### config.mk
export PLATFORM = sky130hd
export DESIGN_NAME = camera_patrol_ctrl_flat
export DESIGN_NICKNAME = d
export VERILOG_FILES = /design/src/rtl/camera_patrol_ctrl_if.sv /design/src/rtl/camera_patrol_ctrl.sv /design/src/flat_wrapper.sv
export SDC_FILE = /design/constraint.sdc
export NUM_CORES = 1
export LEC_CHECK = 0
export BUFFER_PORTS_ARGS = -buffer_cell sky130_fd_sc_hd__buf_4
export CORE_ASPECT_RATIO = 0.6
export CORE_MARGIN = 2
export CORE_UTILIZATION = 30
export DETAILED_ROUTE_END_ITERATION = 12
export PLACE_DENSITY_LB_ADDON = 0.05
export REMOVE_ABC_BUFFERS = 1
export SYNTH_ARGS = -nofsm -noshare
export SYNTH_HDL_FRONTEND = slang
export SYNTH_SLANG_ARGS = --single-unit
### constraint.sdc
create_clock -name frame_clk -period 2.21 [get_ports frame_clk]
set_clock_uncertainty 0.05 [all_clocks]
set_input_delay 0.442 -clock frame_clk [delete_from_list [all_inputs] [get_ports frame_clk]]
set_output_delay 0.442 -clock frame_clk [all_outputs]
set_load 0.005 [all_outputs]
### src/rtl/camera_patrol_ctrl_if.sv
// camera_patrol_ctrl_if
// Groups the camera-facing signals of the patrol controller.
//   Inputs to the controller: enable, camX, vision_startX/endX/startY/endY,
//     playerX, playerY, playerS, alarm_ack.
//   Outputs from the controller: direction_cam (00 left, 01 right, 11 stop),
//     alarm, in_view, state.
// modport master : the controller (drives direction_cam and status).
// modport slave  : the camera / game side (drives position, window, player).
interface camera_patrol_ctrl_if;
  logic       enable;
  logic [9:0] camX;
  logic [9:0] vision_startX;
  logic [9:0] vision_endX;
  logic [9:0] vision_startY;
  logic [9:0] vision_endY;
  logic [9:0] playerX;
  logic [9:0] playerY;
  logic [9:0] playerS;
  logic       alarm_ack;
  logic [1:0] direction_cam;
  logic       alarm;
  logic       in_view;
  logic [2:0] state;

  modport master (
    input  enable, camX, vision_startX, vision_endX, vision_startY, vision_endY,
    input  playerX, playerY, playerS, alarm_ack,
    output direction_cam, alarm, in_view, state
  );

  modport slave (
    output enable, camX, vision_startX, vision_endX, vision_startY, vision_endY,
    output playerX, playerY, playerS, alarm_ack,
    input  direction_cam, alarm, in_view, state
  );
endinterface

### src/rtl/camera_patrol_ctrl.sv
// camera_patrol_ctrl
// Sweeps a security camera between PATROL_X_MIN and PATROL_X_MAX, dwelling
// DWELL_FRAMES at each end, and raises alarm after DETECT_FRAMES consecutive
// frames with the player box inside the vision window. ALERT lasts at least
// ALARM_HOLD frames and is left only on alarm_ack.
// Ports:
//   frame_clk : frame-rate clock (only clock)
//   Reset_n   : asynchronous active-low reset
//   cam       : camera_patrol_ctrl_if.master (inputs: enable, camX, vision
//               window, player box, alarm_ack; outputs: direction_cam, alarm,
//               in_view, state -- all registered)
// Optional feature macro: CAM_PATROL_TIMEOUT_EN -- ends a sweep leg after
// SWEEP_TIMEOUT frames even if the camX limit is never reached.
module camera_patrol_ctrl #(
  parameter int PATROL_X_MIN  = 40,
  parameter int PATROL_X_MAX  = 600,
  parameter int DWELL_FRAMES  = 60,
  parameter int DETECT_FRAMES = 8,
  parameter int ALARM_HOLD    = 120,
  parameter int SWEEP_TIMEOUT = 250
) (
  input logic frame_clk,
  input logic Reset_n,
  camera_patrol_ctrl_if.master cam
);

  typedef enum logic [2:0] {
    ST_IDLE    = 3'd0,
    ST_SWEEP_R = 3'd1,
    ST_DWELL_R = 3'd2,
    ST_SWEEP_L = 3'd3,
    ST_DWELL_L = 3'd4,
    ST_ALERT   = 3'd5
  } state_t;

  localparam logic [9:0] X_MIN       = 10'(PATROL_X_MIN);
  localparam logic [9:0] X_MAX       = 10'(PATROL_X_MAX);
  localparam logic [7:0] DWELL_LAST  = 8'(DWELL_FRAMES - 1);
  localparam logic [7:0] DETECT_LAST = 8'(DETECT_FRAMES - 1);
  localparam logic [7:0] HOLD_LAST   = 8'(ALARM_HOLD - 1);

  // Reject out-of-range configurations at elaboration.
  if (DWELL_FRAMES < 1 || DWELL_FRAMES > 255 || DETECT_FRAMES < 1 || DETECT_FRAMES > 255 ||
      ALARM_HOLD < 1 || ALARM_HOLD > 255 || SWEEP_TIMEOUT < 1 || SWEEP_TIMEOUT > 255) begin : g_bad_cfg
    $error("camera_patrol_ctrl: frame-count parameter out of range 1..255");
  end

  // Low box edge, clamped at 0 when the half-size exceeds the centre.
  function automatic logic [9:0] edge_lo(input logic [9:0] c, input logic [9:0] s);
    logic [10:0] d;
    d = {1'b0, c} - {1'b0, s};
    edge_lo = d[10] ? 10'd0 : d[9:0];
  endfunction

  // High box edge, clamped at 1023.
  function automatic logic [9:0] edge_hi(input logic [9:0] c, input logic [9:0] s);
    logic [10:0] d;
    d = {1'b0, c} + {1'b0, s};
    edge_hi = d[10] ? 10'd1023 : d[9:0];
  endfunction

  // Command encoding for each state; only the sweeps move the camera.
  function automatic logic [1:0] dir_of(input state_t st);
    case (st)
      ST_SWEEP_R: dir_of = 2'b01;
      ST_SWEEP_L: dir_of = 2'b00;
      default:    dir_of = 2'b11;
    endcase
  endfunction

  state_t     state_r, state_nx_s, patrol_nx_s;
  logic [1:0] dir_r;
  logic       alarm_r, in_view_r, last_right_r;
  logic [7:0] det_cnt_r, det_cnt_nx_s, dwell_cnt_r, hold_cnt_r;
  logic       overlap_s, patrol_s, detect_s, done_r_s, done_l_s;
`ifdef CAM_PATROL_TIMEOUT_EN
  localparam logic [7:0] TIMEOUT_LAST = 8'(SWEEP_TIMEOUT - 1);
  logic [7:0] leg_cnt_r;
`endif

  // Player box vs. vision window, inclusive on both axes.
  always_comb begin
    overlap_s = (edge_lo(cam.playerX, cam.playerS) <= cam.vision_endX) &&
                (edge_hi(cam.playerX, cam.playerS) >= cam.vision_startX) &&
                (edge_lo(cam.playerY, cam.playerS) <= cam.vision_endY) &&
                (edge_hi(cam.playerY, cam.playerS) >= cam.vision_startY);
  end

  // Sweep-leg completion: limit reached (or leg timed out when enabled).
  always_comb begin
`ifdef CAM_PATROL_TIMEOUT_EN
    done_r_s = (cam.camX >= X_MAX) || (leg_cnt_r == TIMEOUT_LAST);
    done_l_s = (cam.camX <= X_MIN) || (leg_cnt_r == TIMEOUT_LAST);
`else
    done_r_s = (cam.camX >= X_MAX);
    done_l_s = (cam.camX <= X_MIN);
`endif
  end

  // Detection qualifier: the increment that reaches DETECT_FRAMES triggers ALERT.
  always_comb begin
    patrol_s = (state_r == ST_SWEEP_R) || (state_r == ST_DWELL_R) ||
               (state_r == ST_SWEEP_L) || (state_r == ST_DWELL_L);
    detect_s = patrol_s && in_view_r && (det_cnt_r == DETECT_LAST);
  end

  // Next-state logic: patrol sequencing, then disable and detection overrides.
  always_comb begin
    patrol_nx_s = state_r;
    case (state_r)
      ST_IDLE: begin
        if (cam.enable) patrol_nx_s = last_right_r ? ST_SWEEP_R : ST_SWEEP_L;
        else            patrol_nx_s = ST_IDLE;
      end
      ST_SWEEP_R: patrol_nx_s = done_r_s ? ST_DWELL_R : ST_SWEEP_R;
      ST_DWELL_R: patrol_nx_s = (dwell_cnt_r == DWELL_LAST) ? ST_SWEEP_L : ST_DWELL_R;
      ST_SWEEP_L: patrol_nx_s = done_l_s ? ST_DWELL_L : ST_SWEEP_L;
      ST_DWELL_L: patrol_nx_s = (dwell_cnt_r == DWELL_LAST) ? ST_SWEEP_R : ST_DWELL_L;
      ST_ALERT: begin
        if ((hold_cnt_r >= HOLD_LAST) && cam.alarm_ack) patrol_nx_s = ST_IDLE;
        else                                            patrol_nx_s = ST_ALERT;
      end
      default: patrol_nx_s = ST_IDLE;
    endcase
    state_nx_s = patrol_nx_s;
    if (state_r == ST_ALERT) state_nx_s = patrol_nx_s;
    else if (!cam.enable)    state_nx_s = ST_IDLE;
    else if (detect_s)       state_nx_s = ST_ALERT;
    else                     state_nx_s = patrol_nx_s;
  end

  // Consecutive-sighting counter next value.
  always_comb begin
    det_cnt_nx_s = det_cnt_r;
    if ((state_r != ST_ALERT) && !cam.enable) det_cnt_nx_s = 8'd0;
    else if (detect_s)                        det_cnt_nx_s = 8'd0;
    else if (!in_view_r)                      det_cnt_nx_s = 8'd0;
    else if (patrol_s && (det_cnt_r != 8'd255)) det_cnt_nx_s = det_cnt_r + 8'd1;
    else                                      det_cnt_nx_s = det_cnt_r;
  end

  // State register and registered outputs derived from the next state.
  always_ff @(posedge frame_clk or negedge Reset_n) begin
    if (!Reset_n) begin
      state_r   <= ST_IDLE;
      dir_r     <= 2'b11;
      alarm_r   <= 1'b0;
      in_view_r <= 1'b0;
      det_cnt_r <= 8'd0;
    end else begin
      state_r   <= state_nx_s;
      dir_r     <= dir_of(state_nx_s);
      alarm_r   <= (state_nx_s == ST_ALERT);
      in_view_r <= overlap_s;
      det_cnt_r <= det_cnt_nx_s;
    end
  end

  // Dwell and alert-hold counters; both restart whenever their state is entered.
  always_ff @(posedge frame_clk or negedge Reset_n) begin
    if (!Reset_n) begin
      dwell_cnt_r <= 8'd0;
      hold_cnt_r  <= 8'd0;
    end else begin
      if ((state_nx_s == state_r) && ((state_r == ST_DWELL_R) || (state_r == ST_DWELL_L)))
        dwell_cnt_r <= dwell_cnt_r + 8'd1;
      else
        dwell_cnt_r <= 8'd0;
      if ((state_r == ST_ALERT) && (state_nx_s == ST_ALERT))
        hold_cnt_r <= (hold_cnt_r == 8'd255) ? 8'd255 : hold_cnt_r + 8'd1;
      else
        hold_cnt_r <= 8'd0;
    end
  end

  // Remembers the sweep direction chosen at the last dwell expiry.
  always_ff @(posedge frame_clk or negedge Reset_n) begin
    if (!Reset_n)                                              last_right_r <= 1'b1;
    else if ((state_r == ST_DWELL_R) && (state_nx_s == ST_SWEEP_L)) last_right_r <= 1'b0;
    else if ((state_r == ST_DWELL_L) && (state_nx_s == ST_SWEEP_R)) last_right_r <= 1'b1;
    else                                                       last_right_r <= last_right_r;
  end

`ifdef CAM_PATROL_TIMEOUT_EN
  // Frames spent in the current sweep leg; cleared on any state change.
  always_ff @(posedge frame_clk or negedge Reset_n) begin
    if (!Reset_n)
      leg_cnt_r <= 8'd0;
    else if ((state_nx_s == state_r) && ((state_r == ST_SWEEP_R) || (state_r == ST_SWEEP_L)))
      leg_cnt_r <= leg_cnt_r + 8'd1;
    else
      leg_cnt_r <= 8'd0;
  end
`endif

  assign cam.direction_cam = dir_r;
  assign cam.alarm         = alarm_r;
  assign cam.in_view       = in_view_r;
  assign cam.state         = state_r;

endmodule
### src/flat_wrapper.sv
// flat-port wrapper written by rule: the top's interface ports become plain ports
module camera_patrol_ctrl_flat 
#(
  parameter int PATROL_X_MIN  = 40,
  parameter int PATROL_X_MAX  = 600,
  parameter int DWELL_FRAMES  = 60,
  parameter int DETECT_FRAMES = 8,
  parameter int ALARM_HOLD    = 120,
  parameter int SWEEP_TIMEOUT = 250
)
  (frame_clk, Reset_n, cam_enable, cam_camX, cam_vision_startX, cam_vision_endX, cam_vision_startY, cam_vision_endY, cam_playerX, cam_playerY, cam_playerS, cam_alarm_ack, cam_direction_cam, cam_alarm, cam_in_view, cam_state);
  camera_patrol_ctrl_if cam_i ();
  input logic frame_clk;
  input logic Reset_n;
  input wire logic [$bits(cam_i.enable)-1:0] cam_enable;
  input wire logic [$bits(cam_i.camX)-1:0] cam_camX;
  input wire logic [$bits(cam_i.vision_startX)-1:0] cam_vision_startX;
  input wire logic [$bits(cam_i.vision_endX)-1:0] cam_vision_endX;
  input wire logic [$bits(cam_i.vision_startY)-1:0] cam_vision_startY;
  input wire logic [$bits(cam_i.vision_endY)-1:0] cam_vision_endY;
  input wire logic [$bits(cam_i.playerX)-1:0] cam_playerX;
  input wire logic [$bits(cam_i.playerY)-1:0] cam_playerY;
  input wire logic [$bits(cam_i.playerS)-1:0] cam_playerS;
  input wire logic [$bits(cam_i.alarm_ack)-1:0] cam_alarm_ack;
  output wire logic [$bits(cam_i.direction_cam)-1:0] cam_direction_cam;
  output wire logic [$bits(cam_i.alarm)-1:0] cam_alarm;
  output wire logic [$bits(cam_i.in_view)-1:0] cam_in_view;
  output wire logic [$bits(cam_i.state)-1:0] cam_state;
  assign cam_i.enable = cam_enable;
  assign cam_i.camX = cam_camX;
  assign cam_i.vision_startX = cam_vision_startX;
  assign cam_i.vision_endX = cam_vision_endX;
  assign cam_i.vision_startY = cam_vision_startY;
  assign cam_i.vision_endY = cam_vision_endY;
  assign cam_i.playerX = cam_playerX;
  assign cam_i.playerY = cam_playerY;
  assign cam_i.playerS = cam_playerS;
  assign cam_i.alarm_ack = cam_alarm_ack;
  assign cam_direction_cam = cam_i.direction_cam;
  assign cam_alarm = cam_i.alarm;
  assign cam_in_view = cam_i.in_view;
  assign cam_state = cam_i.state;
  camera_patrol_ctrl #(.PATROL_X_MIN(PATROL_X_MIN), .PATROL_X_MAX(PATROL_X_MAX), .DWELL_FRAMES(DWELL_FRAMES), .DETECT_FRAMES(DETECT_FRAMES), .ALARM_HOLD(ALARM_HOLD), .SWEEP_TIMEOUT(SWEEP_TIMEOUT)) u_core (.frame_clk(frame_clk), .Reset_n(Reset_n), .cam(cam_i));
endmodule
==> metrics.yaml <==
start_util_pct: 30.7
dr.pass1.iters: 4
htree_num_levels: 2
synth_compound_gate_area_share_pct: 20.3
share_of_synthesized_area_spent_on_multiplexers_pct: 0.450
timing.critical_path.from_type: "input pin"
floorplan.die.height_um: 98.3
cp_max_fo: 4
setup_viol: 19
max_frequency_mhz: 289
groute.usage.overall_pct: 19.4
drt-vias-per-instance: 4.72
power_switching_share_pct: 36.2
cts_hold_buf: 0
cts_made_buffers: 5
post_synth_most_frequent_cells: "83 x sky130_fd_sc_hd__ha_1, 75 x sky130_fd_sc_hd__inv_1, 60 x sky130_fd_sc_hd__nor2_1"
final_critical_path_setup_slack_ns: -1.25
grt_pass1_vias: 4637
power.combinational.fraction_pct: 55.1
place.gp.congestion: 0.874
cts_root_buffer: "sky130_fd_sc_hd__clkbuf_16"
regToRegSetupSlack_ns: -0.07
end_kind: "flop"
seq_power_share_pct: 19.1
worst_slew_margin_rel_pct: 60.3
synthesis.instances: 566
wire_per_inst_um: 15.3
cts.sinks: 32
power_switching_mw: 1.22
yosys.area_share.simple_pct: 20.9
final_antenna_net_count: 0
yosys_most_used_dff: "sky130_fd_sc_hd__dfrtp_1"
drive_gt1_share_pct: 40.4
worstPathCellList: "buf_4 -> inv_1 -> ha_2 -> inv_1 -> fa_2 -> a21o_1 -> a21oi_2 -> buf_4 -> o21ai_2 -> a31oi_2 -> o31a_1 -> buf_6 -> nor2_1 -> ha_1 -> a21o_1 -> a211o_1 -> o221ai_2 -> a211oi_2 -> nor3b_2"
final.period_utilization_pct: 157
grt_setup_unrepaired: "yes"
period_needed_ns: 3.46
synthesis.area_um2: 4450
n_antenna_cell: 0
worst_path_dominant_cell_family: "compound AO/OA/AOI/OAI gates"
layout_utilization_pct: 49.1
synth_top_area_share_pct: 23.4
outcome: "complete, but fails checks"
placed_cell_area_um2: 6340
cp.depth: 19
yosysSeqAreaShare_pct: 18.1
final-max-slew-violation-count: 0
hold_violations: 0
maximum_number_of_pins_on_one_net_before_global_route_repair: 33
tightest_slew_ns: 0.593
num_rows: 34
yosys.cell_count.top_type: "sky130_fd_sc_hd__ha_1"
fin_nets: 970
drtIter0Drc: 245
clk_pin_slew_ns: 0.06
stdcell_area_um2: 7100
cellInternalPower_mw: 2.15
deepest_clock_path_buffer_count: 2
grt_antenna_before_repair: 0
worstSkewPairLatency_ns: 0.28
placed_cells: 979
crit_arrival_ns: 3.62
synthArstFlopShare_pct: 100
violations: "negative setup slack"
drv.max_cap_violation_count: 0
synthesis.area_per_instance_um2: 7.85
worst_vdd_ir_v: 0.000317
cp_slowest_cell: "sky130_fd_sc_hd__fa_2"
clock_power_share_pct: 25.8
criticalPathCategory: "input pin to flop"
detail_route.drc_violations: 0
dp_hpwl_um: 12800
tightest_hold_check_type: "input pin to asynchronous set/reset pin"
overflow: 0
wirelength_um: 15300
rr_startpoint: "u_core.det_cnt_r[3]$_DFFE_PN0P_"
io_pins: 91
synth.yosys.warnings: 0
synth_area_leaders: "sky130_fd_sc_hd__ha_1 23%, sky130_fd_sc_hd__dfrtp_1 16%, sky130_fd_sc_hd__inv_1 6.3%, sky130_fd_sc_hd__xnor2_1 6.3%, sky130_fd_sc_hd__nor2_1 5.1%"
nFillCells: 1396
core_area_um2: 14500
rr_worst_depth: 7
grt_first_pass_wirelength_um: 24200
area.growth.synth_to_final_pct: 59.8
power.density_cell_area_nw_per_um2: 473
routed-via-count: 4715
ys_ff_latch: 32
synth_top_family_by_area: "adder cells"
synth.lib_cells_used.distinct: 55
edff_count_synth: 0
yosysTopAreaCell: "sky130_fd_sc_hd__ha_1"
floorplan.die_area_um2: 15800
delay_contributed_by_the_slowest_stage_of_the_critical_path_ns: 0.36
finalNonFillerCells: 998
power.leakage_nw: 3.54
rr_endpoint: "u_core.det_cnt_r[3]$_DFFE_PN0P_"
synthXorXnorAreaFrac_pct: 8.08
fp.dieW_um: 161
cp_data_required_time_ns: 2.37
cts_tree: "built"
synthAdderAreaFrac_pct: 25.2
cp_num_buf_inv: 5
portBuffers: 90
cells by family after synthesis:
kind of cell,count (synthesis)
compound gates,135
simple gates,187
xor+xnor,41
fa+ha+maj,87
flops,32
mux,2
buf+inv,82
how the worst max path moves through the flow:
stage / from / endpoint / slack, ns
after global routing: cam_playerY[0] / u_core.cam.in_view$_DFF_PN0_ / -1.40
after detailed placement: cam_playerS[1] / u_core.cam.in_view$_DFF_PN0_ / -2.51
after global placement: cam_playerS[1] / u_core.cam.in_view$_DFF_PN0_ / -2.50
final: cam_playerY[0] / u_core.cam.in_view$_DFF_PN0_ / -1.25
after CTS: cam_playerS[0] / u_core.cam.in_view$_DFF_PN0_ / -1.30
after floorplan: cam_playerX[0] / u_core.cam.in_view$_DFF_PN0_ / -1.34
placed cells by master (no fill, tap or decap), drive strengths merged, types with 14 or more instances in the layout:
master  instances
a21oi          38
buf           233
dfrtp          29
ha             83
inv            74
nand2          32
nand2b         14
nand3          16
nor2           60
nor3           14
o21ai          26
xnor2          32
cell type report:
type,instances,area (um^2),share of cell area [%]
tap,198,248,3.49
timing repair buffer,233,1800,25.4
sequential,32,805,11.3
multi-input combinational,452,3780,53.2
inverter,75,285,4.02
clock inverter,1,30.0,0.423
clock buffer,7,153,2.15
layer usage:
layer,track usage [%],share of wire [%]
met1,32.9,58
met2,25.0,37
met3,3.19,4.8
met4,2.13,0.35
met5,0,0
timing repair:
| action | in CTS | in global routing |
|---|---|---|
| gates resized for setup | 57 | 55 |
| cloned | 0 | 1 |
| setup endpoints to repair | 22 | 22 |
| endpoints found under the hold margin | 0 | 0 |
| pin swaps | 36 | 38 |
| buffers inserted | 5 | 5 |
power by group through the flow:
| stage | Sequential (mW) | Clock, mW | Combinational [mW] |
|---|---|---|---|
| floorplan | 0.654 | 0 | 0.782 |
| global placement | 0.652 | 0 | 1.56 |
| detailed placement | 0.652 | 0 | 1.55 |
| CTS | 0.643 | 0.890 | 1.69 |
| global route | 0.647 | 0.911 | 2.03 |
| finish | 0.643 | 0.866 | 1.85 |
sequential cells by signal, indices dropped and copies added, names as in the netlist:
| name | flops |
|---|---|
| u_core.cam.direction_cam | 2 |
| u_core.last_right_r | 1 |
| u_core.dwell_cnt_r | 8 |
| u_core.cam.in_view | 1 |
| u_core.cam.state | 3 |
| u_core.det_cnt_r | 8 |
| u_core.hold_cnt_r | 8 |
| u_core.cam.alarm | 1 |
stage by stage:
stage	power [mW]	worst slack [ns]	hold slack (ns)	TNS, ns
CTS	3.22	-1.30	0.0667	-1.88
global route	3.59	-1.40	0.0845	-3.91
global placement	2.21	-2.50	0.365	-4.33
finish	3.36	-1.25	0.0433	-2.12
floorplan	1.44	-1.34	0.0964	-1.69
detailed placement	2.21	-2.51	0.368	-4.64
Power figures use the tool's default switching activity.
